===== src/rtl/pipeline_hazard_unit.sv =====
// pipeline_hazard_unit: 5-stage MIPS hazard control (forwarding, load-use stall, redirect flush, memory freeze)
// Define HAZARD_PERF_CNT_EN to add the saturating stall/flush/wait performance counters.
module pipeline_hazard_unit #(
  parameter int REG_ADDR_W   = 5,
  parameter int BRANCH_STAGE = 3,
  parameter int WAIT_TIMEOUT = 0
`ifdef HAZARD_PERF_CNT_EN
  , parameter int CNT_W      = 16
`endif
) (
  input  logic                  clk,
  input  logic                  reset,
  input  logic [REG_ADDR_W-1:0] id_rs,
  input  logic [REG_ADDR_W-1:0] id_rt,
  input  logic                  id_use_rs,
  input  logic                  id_use_rt,
  input  logic                  ex_reg_write,
  input  logic                  ex_mem_read,
  input  logic [REG_ADDR_W-1:0] ex_write_reg,
  input  logic                  me_reg_write,
  input  logic [REG_ADDR_W-1:0] me_write_reg,
  input  logic                  me_mem_access,
  input  logic                  me_mem_ready,
  input  logic                  wb_reg_write,
  input  logic [REG_ADDR_W-1:0] wb_write_reg,
  input  logic                  redirect,
  output logic                  pc_en,
  output logic                  if_id_en,
  output logic                  id_ex_en,
  output logic                  ex_me_en,
  output logic                  if_id_flush,
  output logic                  id_ex_flush,
  output logic                  ex_me_flush,
  output logic                  me_wb_bubble,
  output logic                  id_byp_a,
  output logic                  id_byp_b,
  output logic [1:0]            fwd_a,
  output logic [1:0]            fwd_b,
  output logic                  mem_timeout
`ifdef HAZARD_PERF_CNT_EN
  , output logic [CNT_W-1:0]    stall_cnt,
  output logic [CNT_W-1:0]      flush_cnt,
  output logic [CNT_W-1:0]      wait_cnt_total
`endif
);
  localparam int WCW = WAIT_TIMEOUT > 1 ? $clog2(WAIT_TIMEOUT) : 1;
  localparam logic [WCW-1:0] T_LAST = WCW'(WAIT_TIMEOUT > 0 ? WAIT_TIMEOUT - 1 : 0);
  typedef enum logic {S_RUN, S_WAIT} state_t;
  state_t state, state_nx;
  logic [WCW-1:0] wait_cnt;
  logic not_ready, abort, freeze, load_use, stall;
  function automatic logic hit(input logic we, input logic [REG_ADDR_W-1:0] x, input logic [REG_ADDR_W-1:0] s);
    return we && x != '0 && x == s;
  endfunction
  function automatic logic [1:0] fwd_sel(input logic [REG_ADDR_W-1:0] s);
    return hit(ex_reg_write, ex_write_reg, s) ? 2'b01 : hit(me_reg_write, me_write_reg, s) ? 2'b10 : 2'b00;
  endfunction
  always_ff @(posedge clk or negedge reset)
    if (!reset) begin
      state       <= S_RUN;
      wait_cnt    <= '0;
      mem_timeout <= 1'b0;
    end else begin
      state       <= state_nx;
      wait_cnt    <= freeze ? wait_cnt + 1'b1 : '0;
      mem_timeout <= mem_timeout | abort;
    end
  always_comb begin
    not_ready = !me_mem_ready && (state == S_WAIT || me_mem_access);
    abort     = not_ready && WAIT_TIMEOUT > 0 && wait_cnt == T_LAST;
    freeze    = not_ready && !abort;
    state_nx  = freeze ? S_WAIT : S_RUN;
  end
  // A redirect squashes the dependent instruction anyway, so it overrides the load-use stall.
  always_comb begin
    load_use     = ex_mem_read && ((id_use_rs && hit(ex_reg_write, ex_write_reg, id_rs)) ||
                                   (id_use_rt && hit(ex_reg_write, ex_write_reg, id_rt)));
    stall        = !freeze && !redirect && load_use;
    pc_en        = !freeze && !stall;
    if_id_en     = !freeze && !stall;
    id_ex_en     = !freeze;
    ex_me_en     = !freeze;
    if_id_flush  = !freeze && redirect;
    id_ex_flush  = !freeze && ((redirect && BRANCH_STAGE >= 2) || stall);
    ex_me_flush  = !freeze && redirect && BRANCH_STAGE >= 3;
    me_wb_bubble = freeze || abort;
    id_byp_a     = id_use_rs && hit(wb_reg_write, wb_write_reg, id_rs);
    id_byp_b     = id_use_rt && hit(wb_reg_write, wb_write_reg, id_rt);
  end
  always_ff @(posedge clk or negedge reset)
    if (!reset) begin
      fwd_a <= 2'b00;
      fwd_b <= 2'b00;
    end else if (id_ex_en) begin
      fwd_a <= id_ex_flush ? 2'b00 : fwd_sel(id_rs);
      fwd_b <= id_ex_flush ? 2'b00 : fwd_sel(id_rt);
    end
`ifdef HAZARD_PERF_CNT_EN
  always_ff @(posedge clk or negedge reset)
    if (!reset) begin
      stall_cnt      <= '0;
      flush_cnt      <= '0;
      wait_cnt_total <= '0;
    end else begin
      stall_cnt      <= stall_cnt + CNT_W'(stall && stall_cnt != '1);
      flush_cnt      <= flush_cnt + CNT_W'(if_id_flush && flush_cnt != '1);
      wait_cnt_total <= wait_cnt_total + CNT_W'(freeze && wait_cnt_total != '1);
    end
`endif
endmodule

===== config.mk =====
export PLATFORM = sky130hd
export DESIGN_NAME = pipeline_hazard_unit
export DESIGN_NICKNAME = d
export VERILOG_FILES = /design/src/rtl/pipeline_hazard_unit.sv
export SDC_FILE = /design/constraint.sdc
export NUM_CORES = 1
export LEC_CHECK = 0
export CAP_MARGIN = 20
export CORE_MARGIN = 8
export CORE_UTILIZATION = 36
export DETAILED_ROUTE_END_ITERATION = 12
export PLACE_DENSITY = 0.85
export SLEW_MARGIN = 10
export SYNTH_ARGS = -nofsm -noshare
export SYNTH_HDL_FRONTEND = slang
export SYNTH_SLANG_ARGS = --single-unit

===== constraint.sdc =====
create_clock -name clk -period 2.88 [get_ports clk]
set_input_delay 0.576 -clock clk [delete_from_list [all_inputs] [get_ports clk]]
set_output_delay 0.576 -clock clk [all_outputs]
set_load 0.005 [all_outputs]

Word-level counts from Yosys, hierarchy flattened

Index checks and enable logic that the tools add are counted.

Multipliers: 0
Bitwise operators: 0
Div/mod/pow operators: 0
Order comparisons: 0
Equal/unequal tests: 6
Shift operators: 0
Mux-type cells: 7
Reductions and logical operators: 30
Add/sub/neg operators: 0

Operators with widths:

| cell               | count |
|---|---|
| 5-bit == test      | 6 |
| 1-bit logical AND  | 20 |
| 5-bit nonzero test | 3 |
| 2-bit two-way mux  | 6 |
| 1-bit zero test    | 4 |
| 1-bit logical OR   | 3 |
| 1-bit two-way mux  | 1 |

Register bits after elaboration: 5
ROM bits: 0
Word-level logic and storage cells: 46
Memories kept: 0
Bits in writable memories: 0
Input port bits: 36
Latch bits: 0

Logic depth before layout (Yosys ltp)

Depth after elaboration: 10
Mapped depth: 7
Depth with buffers taken out: 6

Worst setup path after synthesis

Ideal clock, no wire load.

Path type: input-to-output
Start: in ex_write_reg[0]
End: out pc_en
Buffers on the path: 1
Arrival: 1.799 ns
Data required time: 2.304 ns
Cell stages on the path: 6
Path slack: 0.505 ns
Path through: or4_4 -> nor2_4 -> nor4_2 -> a31oi_2 -> and2_2 -> buf_4

Cells in the longest elaborated chain, start to end: 9
Elaborated cells between the ends (all ways): 13
Classes of those cells: eq/ne (2); reduce/logical (11)

RTL lines:

| what                                        | RTL line | source |
|---|---|---|
| start, declared                             | 19       | `input logic [REG_ADDR_W-1:0] ex_write_reg,` |
| 5-bit nonzero test                          | 53       | `return we && x != '0 && x == s;` |
| 1-bit logical AND (2 in series)             | 53       |  |
| 1-bit logical AND, on equally long branches | 76, 77   |  |
| 1-bit logical OR (*)                        | 76       | `load_use = ex_mem_read && ((id_use_rs && hit(ex_reg_write, ex_write_reg, id_rs)) \|\|` |
| 1-bit logical AND (*)                       | 76       |  |
| 1-bit logical AND (*)                       | 78       | `stall = !freeze && !redirect && load_use;` |
| 1-bit zero test (*)                         | --       |  |
| 1-bit logical AND (*)                       | --       |  |
| end, declared                               | 27       | `output logic pc_en,` |

Mark *: on every way between the ends. The rest lies on a longest branch, timed or not.

Worst setup path in the final report

Start: in wb_write_reg[1]
End: out id_byp_a

Cells in the longest elaborated chain, start to end: 4
Elaborated cells between the ends (all ways): 5
Classes of those cells: eq/ne (1); reduce/logical (4)

RTL lines:

| what                  | RTL line | source |
|---|---|---|
| start, declared       | 25       | `input logic [REG_ADDR_W-1:0] wb_write_reg,` |
| 5-bit nonzero test    | 53       |  |
| 1-bit logical AND     | 53       |  |
| 1-bit logical AND (*) | 53       |  |
| 1-bit logical AND (*) | 87       | `id_byp_a = id_use_rs && hit(wb_reg_write, wb_write_reg, id_rs);` |
| end, declared         | 35       | `output logic id_byp_a,` |

Marked as above.

==> flow_metrics.tcl <==
set metrics [dict create \
    multi_input_area_um2 567 \
    die_y_um 59.4 \
    cts.clk_slew.worst_paths_ps 40 \
    ys_ff_latch 5 \
    grt-ovfl-total 0 \
    place_ws_ps -353 \
    synth_xor_area_share_pct 38.7 \
    core_area_um2 1750 \
    grt_max_degree 7 \
    hp-class "reg -> reg" \
    ctsHtreeMaxLevel 1 \
    gp_congestion 0.894 \
    clock_latency_ps 230 \
    crit_type "in -> out" \
    cts_tree "done" \
    max_freq_mhz 357 \
    hold_viol 0 \
    finalPower_mw 0.323 \
    finalSetupViolCount 0 \
    avgSynthCellArea_um2 8.82 \
    synth_fa_ha_area_share_pct 0 \
    yosysTopAreaCell "xnor2_1" \
    finClkSkew_ps 0.154 \
    fin_crit_ps 2800 \
    drv_cap 0 \
    worstPathRequired_ps 2300 \
    dp_hpwl_mm 2.31 \
    synth_compound_area_share_pct 12.2 \
    yosysUniqueCellTypes 27 \
    cp.arrival_ps 2230 \
    antenna_found_initial 0 \
    initial_core_util_pct 38.9 \
    cp_max_fo 2 \
    ys_seq_area_share_pct 18.4 \
    wl_per_cell_um 15.0 \
    clock_path_buffers 2 \
    end_kind "primary output" \
    ir_worst_vdd_uv 158 \
    grt_first_pass_wirelength_mm 4.19 \
    syn_area_um2 679 \
    synth_cells 77 \
    timing.hold.ws_ps 500 \
    ctsHoldBuffers 0 \
    dpl.cell_count 168 \
    nFillCells 118 \
    die_w_um 59.4 \
    pwr_density_cell_nw_per_um2 226 \
    register_area_um2 125 \
    synth_warnings 0 \
    grt_pass1_vias 987 \
    globalRouteTotalUtil_pct 14.8 \
    drive_gt1_share_pct 27.0 \
    detailroute.via_count 868 \
    die-area_um2 3530 \
    port_buffers 49 \
    synth_top_family_by_area "XOR/XNOR gates" \
    antenna_cells 0 \
    cts-root-buf "clkbuf_4" \
    viasPerCell 4.90 \
    post-route-period-util_pct 97.3 \
    wl_mm 2.65 \
    cp-start-kind "input pin" \
    cts_sinks 5 \
    synth-simple-area-share_pct 25.2 \
    row_count 15 \
    outcome "finished clean" \
    final_cell_count_no_fill 177 \
    drc 0 \
    netlist.area_leader.share_pct 30.9 \
    maxSlewViolCount 0 \
    synth.area.mux_share_pct 0 \
    firstDrtPassIters 4 \
    synth.area.top_cells "xnor2_1 31%, dfrtp_1 18%, xor2_1 7.7%, nor3_1 4.4%, buf_4 4.4%" \
    drtIter0Drc 22 \
    synthToLayoutAreaGrowth_pct 111 \
    cts_made_buffers 3 \
    syn-num-nets 113 \
    setup_ws_ps 78.6 \
    fin_nets 189 \
    ant_nets 0 \
    num_io_pins 51 \
    power.static_leakage_nw 0.596 \
]
state kept, by name, indices dropped and copies added, names as in the netlist:
signal,flops
fwd_a,2
fwd_b,2
state,1
layer usage:
metal,track usage [%],up-vias,share of wire [%]
met2,28.2,50,49
met1,15.4,390,41
met5,0,-,0
met4,2.05,0,0.26
met3,4.77,2,9.4
li1,-,426,-
path summary, 6_finish.rpt:
path	from	end	slack (ps)	depth (start not counted)
max reg2reg	state$_DFF_PN0_	fwd_a[0]$_DFFE_PN0N_	850	9
max in group asynchronous	reset	state$_DFF_PN0_	2120	1
min reg2reg	fwd_b[0]$_DFFE_PN0N_	fwd_b[0]$_DFFE_PN0N_	500	1
max	wb_write_reg[1]	id_byp_a	80	5
min in group asynchronous	reset	fwd_a[1]$_DFFE_PN0N_	570	1
min	fwd_b[0]$_DFFE_PN0N_	fwd_b[0]$_DFFE_PN0N_	500	1
synthesized netlist by cell type:
master    number
a32o_1         2
xnor2_1       24
nand2b_1       1
and2_1         2
or4_4          1
nor4_2         1
nor2_1         1
inv_1          1
buf_4          4
o21ai_0        1
conb_1         1
nor3_1         6
nand4_1        4
a311oi_1       1
or4_1          2
and2_2         1
o21bai_2       1
a31oi_2        1
dfrtp_1        5
a22o_1         2
nor2_4         1
nand2_1        3
nor4_1         1
nand3_1        2
o211ai_1       1
nand4b_1       1
xor2_1         6
through the flow:
step / util (%) / setup TNS, ps / cell area (um2)
2_1_floorplan: - / 0 / 679
3_3_place_gp: 76.1 / -808 / 1330
3_5_place_dp: 76.1 / -952 / 1330
4_1_cts: 80.0 / 0 / 1400
5_1_grt: 82.1 / -9.43 / 1430
6_report: 82.1 / 0 / 1430
where the power goes:
group | switching, mW | internal, mW | total (mW)
Clock | 0.0257 | 0.0522 | 0.0778
Sequential | 0.00108 | 0.0721 | 0.0732
Combinational | 0.0677 | 0.104 | 0.172
Total | 0.0945 | 0.229 | 0.323
worst max-delay path, cell delays in order:
cell,delay (ps)
clkdlybuf4s50_1,420
or4_1,540
o21ai_2,180
nor3_2,70
clkdlybuf4s50_1,450
what timing repair did:
item,in CTS,in global routing
resized for setup,16,12
setup buffers,4,1
pin swaps,4,8
endpoints found under the setup margin,5,5
cell families after synthesis:
logic type                Yosys count
and+or+nand+nor                    27
AOI/OAI and AO/OA                   9
DFF                                 5
xor gates and xnor gates           30
other                               1
buffers and inverters               5
layout by cell type, fill, tap and decap left out, types with 2 or more instances in the layout:
master           instances
nand2_1                  3
nor4_4                   2
and2_1                   2
dfrtp_1                  5
a32o_1                   2
nor3_1                   4
clkdlybuf4s50_1         37
nor3_2                   2
or4_1                    2
dlygate4sd2_1            5
buf_2                    2
nand4_1                  4
a22o_1                   2
xnor2_1                 24
dlymetal6s2s_1           4
nand3_1                  2
xor2_1                   6
buf_4                   26
clkbuf_4                 3
layout make-up:
cell class,count,share of cell area [%]
Clock buffer,4,1.83
Inverter,1,0.262
Multi-Input combinational cell,67,39.6
Sequential cell,5,8.73
Tap cell,25,2.18
Timing Repair Buffer,75,47.4
Power figures use the tool's default switching activity.
